File: config.mk
export PLATFORM = sky130hd
export DESIGN_NAME = neurram_reg_spi_engine
export DESIGN_NICKNAME = d
export VERILOG_FILES = /design/src/rtl/neurram_reg_spi_engine.sv
export SDC_FILE = /design/constraint.sdc
export NUM_CORES = 1
export LEC_CHECK = 0
export ABC_AREA = 1
export CAP_MARGIN = 20
export CORE_ASPECT_RATIO = 0.7
export CORE_MARGIN = 2
export CORE_UTILIZATION = 58
export CTS_BUF_LIST = sky130_fd_sc_hd__clkbuf_4 sky130_fd_sc_hd__clkbuf_8
export DETAILED_ROUTE_END_ITERATION = 10
export PLACE_DENSITY = 0.94
export SYNTH_ARGS = -nofsm -noshare
export SYNTH_HDL_FRONTEND = slang
export SYNTH_SLANG_ARGS = --single-unit
File: constraint.sdc
create_clock -name clk -period 5.1 [get_ports clk]
set_input_delay 0.51 -clock clk [delete_from_list [all_inputs] [get_ports clk]]
set_output_delay 0.51 -clock clk [all_outputs]
set_load 0.01 [all_outputs]
File: src/rtl/neurram_reg_spi_engine.sv
// neurram_reg_spi_engine: serial shift engine for the NeuRRAM register chains
// Ports: clk/rst (async, active-high); start/num_bits/clk_div launch a transfer;
// tx_data/tx_valid/tx_ready feed words to sdo LSB first; sdi is deserialized into
// rx_data/rx_valid/rx_ready; state_spi_clk/state_spi_idle drive the register FSM;
// done pulses once at the end of a transfer.
// Build option: define NEURRAM_SPI_RX_EN to include the rx deserializer.
module neurram_reg_spi_engine #(
  parameter int WORD_W = 32,
  parameter int CNT_W  = 16,
  parameter int DIV_W  = 8
) (
  input  logic              clk,
  input  logic              rst,
  input  logic              start,
  input  logic [CNT_W-1:0]  num_bits,
  input  logic [DIV_W-1:0]  clk_div,
  input  logic [WORD_W-1:0] tx_data,
  input  logic              tx_valid,
  output logic              tx_ready,
  output logic [WORD_W-1:0] rx_data,
  output logic              rx_valid,
  input  logic              rx_ready,
  output logic              sdo,
  input  logic              sdi,
  output logic              state_spi_clk,
  output logic              state_spi_idle,
  output logic              done
);
  typedef enum logic [2:0] {IDLE, FETCH, LOW, HIGH, TAIL, FINISH} state_t;
  localparam logic [CNT_W-1:0] WW = CNT_W'(WORD_W);
  state_t state;
  logic [CNT_W-1:0] nb, bcnt, bnext;
  logic [DIV_W-1:0] cdiv, dcnt;
  logic [WORD_W-1:0] txsh;
  logic phase_end, stall, pend, hold_free;
  assign phase_end = dcnt == cdiv;
  assign bnext = bcnt + 1'b1;
  assign state_spi_clk = state == HIGH;
  assign state_spi_idle = state == IDLE;
  assign tx_ready = state == FETCH;
  assign sdo = (state == LOW || state == HIGH) && txsh[0];
`ifdef NEURRAM_SPI_RX_EN
  localparam int RW = $clog2(WORD_W);
  logic [RW-1:0] rcnt;
  logic [WORD_W-1:0] rxsh;
  logic word_done, cap, fin, push;
  assign word_done = rcnt == RW'(WORD_W - 1);
  // a full word cannot land while the holding register is still owned by the host
  assign stall = word_done && rx_valid && !rx_ready;
  assign pend = rcnt != '0;
  assign hold_free = !rx_valid || rx_ready;
  assign cap = state == LOW && phase_end && !stall;
  assign fin = (state == TAIL && phase_end) || (state == FINISH && !done);
  assign push = (cap && word_done) || (fin && pend && hold_free);
  always_ff @(posedge clk or posedge rst)
    if (rst) begin
      rcnt <= '0;
      rxsh <= '0;
      rx_data <= '0;
      rx_valid <= 1'b0;
    end else begin
      if (cap) begin
        rxsh <= {sdi, rxsh[WORD_W-1:1]};
        rcnt <= rcnt + 1'b1;
      end else if (state == IDLE) rcnt <= '0;
      // partial words sit in the top bits; shifting down zero-pads the upper bits
      if (push) begin
        rx_data <= cap ? {sdi, rxsh[WORD_W-1:1]} : rxsh >> (WORD_W - int'(rcnt));
        rx_valid <= 1'b1;
      end else if (rx_ready) rx_valid <= 1'b0;
    end
`else
  logic unused_rx;
  assign unused_rx = sdi ^ rx_ready;
  assign stall = 1'b0;
  assign pend = 1'b0;
  assign hold_free = 1'b1;
  assign rx_data = '0;
  assign rx_valid = 1'b0;
`endif
  always_ff @(posedge clk or posedge rst)
    if (rst) begin
      state <= IDLE;
      nb <= '0;
      cdiv <= '0;
      bcnt <= '0;
      dcnt <= '0;
      txsh <= '0;
      done <= 1'b0;
    end else begin
      done <= 1'b0;
      case (state)
        IDLE: if (start && num_bits != '0) begin
          nb <= num_bits;
          cdiv <= clk_div;
          bcnt <= '0;
          dcnt <= '0;
          state <= FETCH;
        end
        FETCH: if (tx_valid) begin
          txsh <= tx_data;
          dcnt <= '0;
          state <= LOW;
        end
        LOW: if (!phase_end) dcnt <= dcnt + 1'b1;
          else if (!stall) begin
            dcnt <= '0;
            state <= HIGH;
          end
        HIGH: if (!phase_end) dcnt <= dcnt + 1'b1;
          else begin
            dcnt <= '0;
            bcnt <= bnext;
            txsh <= txsh >> 1;
            state <= bnext == nb ? TAIL : (bnext % WW) == '0 ? FETCH : LOW;
          end
        TAIL: if (!phase_end) dcnt <= dcnt + 1'b1;
          else begin
            dcnt <= '0;
            done <= !pend || hold_free;
            state <= FINISH;
          end
        FINISH: if (done) state <= IDLE;
          else done <= !pend || hold_free;
        default: state <= IDLE;
      endcase
    end
endmodule

# --- Yosys cells after proc, flatten, opt, wreduce, memory -nomap -nowiden ---
# Index checks and enable logic that the tools add are counted.
word_totals:
  reg_bits: 84
  inputBits: 62
  elab_cells: 59
classes:
  mux: 22
  eq_ne: 13
  reduce_logical: 15
  add_sub_neg: 2
op_table:
  columns: ["operator", "n"]
  rows:
  - ["$mux W32", 2]
  - ["$pmux W32 S2", 1]
  - ["$mux W16", 2]
  - ["$pmux W16 S2", 1]
  - ["$mux W8", 3]
  - ["$pmux W8 S3", 1]
  - ["$mux W3", 7]
  - ["$pmux W3 S6", 1]
  - ["$add A16 B1 Y16 const B", 1]
  - ["$eq A16 B16 Y1", 1]
  - ["$logic_not A16 Y1", 1]
  - ["$reduce_bool A16 Y1", 1]
  - ["$reduce_and A3 Y1", 3]
  - ["$add A8 B1 Y8 const B", 1]
  - ["$eq A8 B8 Y1", 1]
  - ["$ne A2 B2 Y1 const B", 4]
  - ["$eq A3 B2 Y1 const B", 2]
  - ["$eq A3 B3 Y1 const B", 2]
  - ["$reduce_and A6 Y1", 1]
  - ["$ne A2 B1 Y1 const B", 2]
  - ["$reduce_bool A2 Y1", 2]
  - ["$eq A3 B1 Y1 const B", 1]
  - ["$logic_not A3 Y1", 1]
  - ["$reduce_bool A3 Y1", 1]
  - ["7 further kinds", 9]

# --- Longest topological paths before layout ---
# Gate-level depths: netlist (run 1).
depth:
  word_depth: 6
  ltp_mapped: 17

# --- Worst setup path before layout (run 1) ---
# No wires, ideal clock.
synth_timing:
  path_type: "flip-flop to flip-flop"
  startpoint: "register state[1]"
  endpoint: "register cdiv[2]"
  t_required_ns: 4.975
  n_path_buf: 1
  path_slack_ns: 3.305
  arrival_time_ns: 1.670
  stages_incl_launch_ff: 8
  synth_period_minus_slack_ns: 1.795
  cell_sequence: "dfrtp_1 nor2_1 inv_1 nor2_1 inv_1 nor2_2 buf_4 mux2_2"
synth_via:
  elab_chain_cells: 2
synth_lines:
  columns: ["item", "line", "source"]
  rows:
  - ["start: declaration", "31", "state_t state;"]
  - ["start signal: assignment", "115", "state <= bnext == nb ? TAIL : (bnext % WW) == '0 ? FETCH : LOW;"]
  - ["$logic_not A3 Y1", null, null]
  - ["net state_spi_idle", "26", "output logic state_spi_idle,"]
  - ["$reduce_and A2 Y1 (no line)", null, null]
  - ["end signal: assignment", "95", "cdiv <= clk_div;"]
  - ["end: declaration", "33", "logic [DIV_W-1:0] cdiv, dcnt;"]
# The timed path passes the listed nets, and every way through them passes these cells.
# A chain may end at the register's enable or synchronous reset.

# --- Final worst setup path (run 1) ---
layout_timing:
  startpoint: "register state[0]"
  endpoint: "output port state_spi_clk"
layout_via:
  elab_chain_cells: 1
layout_lines:
  columns: ["item", "line", "source"]
  rows:
  - ["$eq A3 B2 Y1", "38", "assign state_spi_clk = state == HIGH;"]
  - ["end: declaration", "25", "output logic state_spi_clk,"]
# No other way between the ends.

==> key figures, run 1 <==
Setup path
  – Arr. time, crit path: 2.67 ns
  – Reg2reg setup slack: 2.45 ns
  – Reg2reg path depth: 7
  – RR Startpoint: state[0]$_DFFE_PP0P_
  – CP top delay family: buffers and inverters
  – R2r endpoint: nb[10]$_DFFE_PP0P_
  – Maximum fanout along the worst path: 35
  – Sequence of cells on the critical path: nand2_1, nor2_4, buf_4, clkdlybuf4s50_1
  – Crit. End Element: primary output
  – Delay of the slowest critical-path stage: 0.63 ns
  – Critical path class: reg2out
  – CP max-delay cell: clkdlybuf4s50_1
  – Buf/Inv on CP: 2
  – CP required: around 4.6 ns
  – CP Launch Type: register

STA
  – Clock Skew: 0.0112 ns
  – Max_slew headroom: 45.7%
  – Worst slew pin tran: 0.814 ns
  – Setup TNS Final: 0 ns
  – Period utilisation layout: between 60% and 70%
  – Shortest period the worst path allows: 3.18 ns
  – RSZ-0062 raised after global routing: false
  – Final worst slack: 1.92 ns
  – Fin. Hold Viols: 0
  – Slew Limit Fails: 0
  – Final setup violation count: 0
  – Fmax: ~310 MHz

Floorplan
  – Die W: approximately 110 um
  – Cell Rows: 28
  – Die area: around 9200 um2
  – Die H: 80.9 um
  – Core ar.: 8340 um2
  – Initial Utilization: 58.8%
  – Ports: 100

Power
  – Comb pwr share: 39.5%
  – Clock Power Share: 22.2%
  – Switching Share: 38.7%
  – P_sw: 1040 uW
  – Flop pwr share: 38.3%
  – Pleak: 0.00261 uW
  – Pwr Density: between 400 and 500 nW/um2
  – Pint: 1650 uW
  – Peak VDD IR: 302 uV

Clocking
  – Clk slew on worst S/H paths: ~0.080 ns
  – Root Buffer: clkbuf_8
  – Clock sink total: 84
  – Postcts setup bufs: 0
  – Post-CTS Resized: 0
  – Hold Buf Count CTS: 0
  – Htree depth: 3
  – Worst-Skew Late Latency: 0.37 ns
  – Maximum buffer depth of the clock tree: 2
  – CTS tree: done
  – Num CTS Buffers: 9

Routing
  – Routed Antenna Nets: 0
  – Initial drt markers: 349
  – Remaining DRCs: 0
  – Drt pass-1 iters: 5
  – Total number of vias: 4367
  – Via/cell ratio: 5.42
  – WL/cell: roughly 14 um
  – Final wirelength: 11300 um

Global route
  – First-pass GRT wire length: ~19000 um
  – Total gr overflow: 0
  – Vias in the first global route: between 4000 and 5000
  – Largest net degree at the start of global routing: 65
  – Gr usage total: 26.7%
  – Initial antenna violation count: 0

Placement
  – Port-buffer cells: 64
  – Pre-CTS WS: around 2.3 ns
  – Hpwl dp: 8140 um
  – Global placer's final weighted congestion: 0.932

Synthesis
  – Syn. warnings: 0
  – Register area share after synthesis: 42.9%
  – Synth unique cells: 36
  – Cell Area, Synth: 4900 um2
  – Flop and latch count out of synthesis: 84
  – Syn Inst Count: 636
  – Syn Area/Cell: 7.71 um2

Finish
  – Area grow syn2layout: 16.8%
  – Multi-input gate area: 2220 um2
  – Flip-flop and latch area: 2100 um2
  – FILL cells: 643
  – Core Util, Final: 68.7%
  – Final #Nets: 759
  – Most frequent cells in the layout: 160 x nand2_1, 91 x inv_1, 84 x dfrtp_1, 64 x clkdlybuf4s50_1, 56 x o21ai_0
  – Most common cell after layout, fill and taps aside: nand2_1
  – Layout cells sized above 1: 7.14%
  – N_diodes: 0

Flow run
  – Max-cap violations: 0

Min path
  – Hold endpoint: txsh[26]$_DFFE_PP0P_
  – HP Start: txsh[26]$_DFFE_PP0P_
  – Hold path cells: 2
  – Hold Path Class: reg2reg

Run status
  – Status: finished clean
[kinds of logic (layout without fill, tap and decap cells)]
family / after synthesis / after routing / share of synthesized area (%)
fa+ha+maj: 2 / 2 / 0.510
simple gates: 275 / 275 / 24.9
xor+xnor: 9 / 9 / 1.89
buf+inv: 146 / 178 / 14.5
flops: 84 / 84 / 42.9
mux: 7 / 7 / 1.61
other cells: 1 / 33 / 0.0765
compound gates: 112 / 112 / 13.7
[how the worst max path moves through the flow]
stage | from | to | slack (ns) | cells after the start
after floorplan | rst | bcnt[0]$_DFFE_PP0P_ | 2.42 | 1
after global placement | num_bits[4] | cdiv[4]$_DFFE_PP0P_ | 2.32 | 8
after detailed placement | num_bits[6] | nb[10]$_DFFE_PP0P_ | 2.31 | 8
after CTS | state[0]$_DFFE_PP0P_ | state_spi_clk | 1.92 | 4
after global routing | state[0]$_DFFE_PP0P_ | state_spi_clk | 1.75 | 4
final | state[0]$_DFFE_PP0P_ | state_spi_clk | 1.92 | 4
[sequential cells by signal (all words and copies together), names as in the netlist]
signal	count
cdiv	8
nb	16
txsh	32
dcnt	8
state	3
done	1
bcnt	16
[power groups by stage]
stage | registers [uW] | logic (uW) | clock network (uW)
final | 1030 | 1060 | 598
after floorplan | 1010 | 836 | 0
after CTS | 1030 | 1060 | 607
after detailed placement | 1040 | 1040 | 0
after global routing | 1050 | 1210 | 636
after global placement | 1030 | 986 | 0
[through the flow]
| stage | instances | instance area, um2 | total power (uW) | hold WS, ns |
|---|---|---|---|---|
| after floorplan | 668 | 5020 | 1840 | 0.486 |
| after global placement | 789 | 5480 | 2010 | 0.502 |
| after detailed placement | 789 | 5480 | 2090 | 0.504 |
| after CTS | 805 | 5730 | 2690 | 0.527 |
| after global routing | 805 | 5730 | 2900 | 0.553 |
| final | 805 | 5730 | 2690 | 0.524 |
[worst min-delay path, stage by stage (launching register included)]
cell     delay [ns]
dfrtp_1        0.33
inv_1          0.05
o21ai_1        0.12
[metal layers]
metal	vias up	track usage (%)	wire length [um]
li1	2118	-	-
met1	2056	32.5	4850
met2	161	45.9	5490
met3	32	7.39	711
met4	0	10.9	261
met5	-	0	0
[area by class of cell]
| type | count | area share (%) |
|---|---|---|
| multi-input combinational | 438 | 38.7 |
| sequential | 84 | 36.7 |
| timing repair buffer | 68 | 11.7 |
| inverter | 94 | 6.18 |
| clock buffer | 11 | 2.53 |
| tap | 105 | 2.29 |
| clock inverter | 5 | 1.88 |
[synthesized netlist by cell type, drive strengths merged]
cell | instances | share of area (%)
a21oi | 4 | 0.64
buf | 46 | 6.8
clkbuf | 6 | 0.46
conb | 1 | 0.076
dfrtp | 84 | 43
ha | 2 | 0.51
inv | 94 | 7.2
mux2 | 7 | 1.6
nand2 | 164 | 13
nand3 | 40 | 4.5
nand3b | 1 | 0.23
nand4 | 12 | 1.5
nor2 | 50 | 4.7
nor3 | 5 | 0.61
nor3b | 2 | 0.31
o211ai | 31 | 4.7
o21a | 1 | 0.15
o21ai | 62 | 6.3
o22ai | 13 | 1.7
o32ai | 1 | 0.18
or2 | 1 | 0.13
xnor2 | 6 | 1.1
xnor3 | 1 | 0.46
xor2 | 2 | 0.36
(Power assumes the default switching activity.)
==> run 2, diff against run 1 <==
CORE_UTILIZATION = 54   (was 58)
PLACE_DENSITY = 0.88   (was 0.94)
clock period = 3.1 ns   (was 5.1 ns; I/O delays follow)
==> key figures, run 2 (synthesized netlist as in run 1, its figures left out) <==
Setup path
  – CP required: 3.34 ns (-1.25 ns)
  – Delay of the slowest critical-path stage: 0.49 ns (-0.14 ns)
  – Crit. End Element: register
  – CP top delay family: simple AND/OR/NAND/NOR gates
  – CP max-delay cell: nor2_2
  – CP Launch Type: register
  – Critical path class: reg2reg
  – Buf/Inv on CP: 3 (+1)
  – Arr. time, crit path: 2.68 ns (about the same)
  – Maximum fanout along the worst path: 27 (-23%)
  – Sequence of cells on the critical path: nor2_1, inv_1, nor2_1, inv_1, nor2_2, buf_4, mux2_2

Floorplan
  – Cell Rows: 29 (+3.6%)
  – Die W: 118 um (+3.5%)
  – Die area: 9870 um2 (+7.1%)
  – Initial Utilization: 54.9% (-3.9 points)
  – Ports: 100 (unchanged)
  – Die H: 83.7 um (+3.5%)
  – Core ar.: 8930 um2 (+7.1%)

STA
  – Final worst slack: 0.662 ns (-1.26 ns)
  – Final setup violation count: 0 (unchanged)
  – Fmax: roughly 400 MHz
  – Setup TNS Final: 0 ns (unchanged)
  – Clock Skew: 0.0105 ns (-0.000664 ns)
  – Max_slew headroom: 60.0% (+14 points)
  – Fin. Hold Viols: 0 (unchanged)
  – Shortest period the worst path allows: 2.44 ns
  – Slew Limit Fails: 0 (unchanged)
  – RSZ-0062 raised after global routing: false
  – Period utilisation layout: 78.7%
  – Worst slew pin tran: 0.600 ns (-0.214 ns)

Placement
  – Port-buffer cells: 64 (unchanged)
  – DP Area: 5510 um2 (+0.71%)
  – Global placer's final weighted congestion: 0.848 (-9.0%)
  – Hpwl dp: 8080 um (-0.67%)
  – Pre-CTS WS: 0.606 ns (-1.70 ns)

Finish
  – Finished Cell Area: 5760 um2 (+0.61%)
  – Core Util, Final: 64.6% (-4.1 points)
  – Final #Nets: 761 (+0.26%)
  – Most frequent cells in the layout: 160 x nand2_1, 91 x inv_1, 84 x dfrtp_1, 64 x clkdlybuf4s50_1, 56 x o21ai_0
  – Area grow syn2layout: 17.5%
  – Most common cell after layout, fill and taps aside: nand2_1
  – Max reg flops: 32 (unchanged)
  – Layout cells sized above 1: 7.41% (+0.26 points)
  – N_diodes: 0 (unchanged)
  – Most flop-heavy register: txsh
  – Regs by FF count: txsh: 32 flops, bcnt: 16 flops, nb: 16 flops

Clocking
  – Hold Buf Count CTS: 0 (unchanged)
  – Clock sink total: 84 (unchanged)
  – Root Buffer: clkbuf_8
  – CTS tree: done
  – Htree depth: 3 (unchanged)
  – Post-CTS Resized: 0 (unchanged)
  – Maximum buffer depth of the clock tree: 2 (unchanged)
  – Num CTS Buffers: 9 (unchanged)
  – Postcts setup bufs: 0 (unchanged)
  – Clk slew on worst S/H paths: 0.09 ns (about the same)
  – Worst-Skew Late Latency: 0.36 ns (about the same)

Global route
  – First-pass GRT wire length: 18600 um (-4.0%)
  – Vias in the first global route: 4098 (-5.9%)
  – Total gr overflow: 0 (unchanged)
  – Initial antenna violation count: 0 (unchanged)
  – Gr usage total: 22.9% (-3.9 points)
  – Largest net degree at the start of global routing: 65 (unchanged)

Routing
  – WL/cell: 13.3 um (-5.6%)
  – Final wirelength: 11000 um (-3.1%)
  – Remaining DRCs: 0 (unchanged)
  – Routed Antenna Nets: 0 (unchanged)
  – Initial drt markers: 261 (-25%)
  – Via/cell ratio: 5.20 (-4.1%)
  – Total number of vias: 4296 (-1.6%)
  – Drt pass-1 iters: 5 (unchanged)

Flow run
  – Max-cap violations: 0 (unchanged)

Min path
  – Hold Path Class: in2async

Power
  – Peak VDD IR: 465 uV (+54%)
  – Pwr Density: 758 nW/um2 (+61%)
  – Pleak: 0.00261 uW (+0.19%)

Run status
  – Status: finished clean
[run 2: stage by stage]
| stage | cells | hold WS, ns | power [uW] |
|---|---|---|---|
| after global routing | 826 | 0.381 | 4720 |
| after CTS | 826 | 0.340 | 4380 |
| final | 826 | 0.323 | 4370 |
| after detailed placement | 810 | 0.516 | 3410 |
| after floorplan | 668 | 0.431 | 3030 |
| after global placement | 810 | 0.503 | 3320 |
[run 2: path summary, 6_finish.rpt]
kind,from,endpoint,slack (ns),cells past startpoint
worst max-delay path,state[1]$_DFFE_PP0P_,cdiv[4]$_DFFE_PP0P_,0.66,7
worst max register to register,state[1]$_DFFE_PP0P_,cdiv[4]$_DFFE_PP0P_,0.66,7
max in group asynchronous,rst,txsh[19]$_DFFE_PP0P_,2.03,3
min in group clk,clk_div[6],cdiv[6]$_DFFE_PP0P_,0.53,3
worst min-delay path,rst,bcnt[10]$_DFFE_PP0P_,0.32,2
worst min register to register,txsh[20]$_DFFE_PP0P_,txsh[20]$_DFFE_PP0P_,0.53,2
[run 2: cell type report]
type,instances,area [um2]
fillers,734,3160
flip-flops and latches,84,2100
repair buffers,70,686
multi-input cells,438,2220
clock inverters,6,111
inverters,94,354
well taps,124,155
clock buffers,10,138
[run 2: metal layers]
layer,share of wire (%),up-vias,global-route usage [%]
li1,-,2115,-
met1,44,2033,30.1
met2,49,130,38.7
met3,5.2,18,5.19
met4,1.4,0,5.48
met5,0,-,0
[run 2: where the power goes]
part	leakage, uW	internal, uW	switching [uW]
Sequential	0.00107	1500	192
Clock	0.000122	557	400
Combinational	0.00142	650	1070
Total	0.00261	2710	1660
[run 2: worst register-to-register path, delay by kind of cell (launching register included)]
family                 cells  cell delay (ns)
buffers and inverters      3             0.58
multiplexers               1             0.37
AND/OR/NAND/NOR            3             0.95
flip-flops                 1             0.43
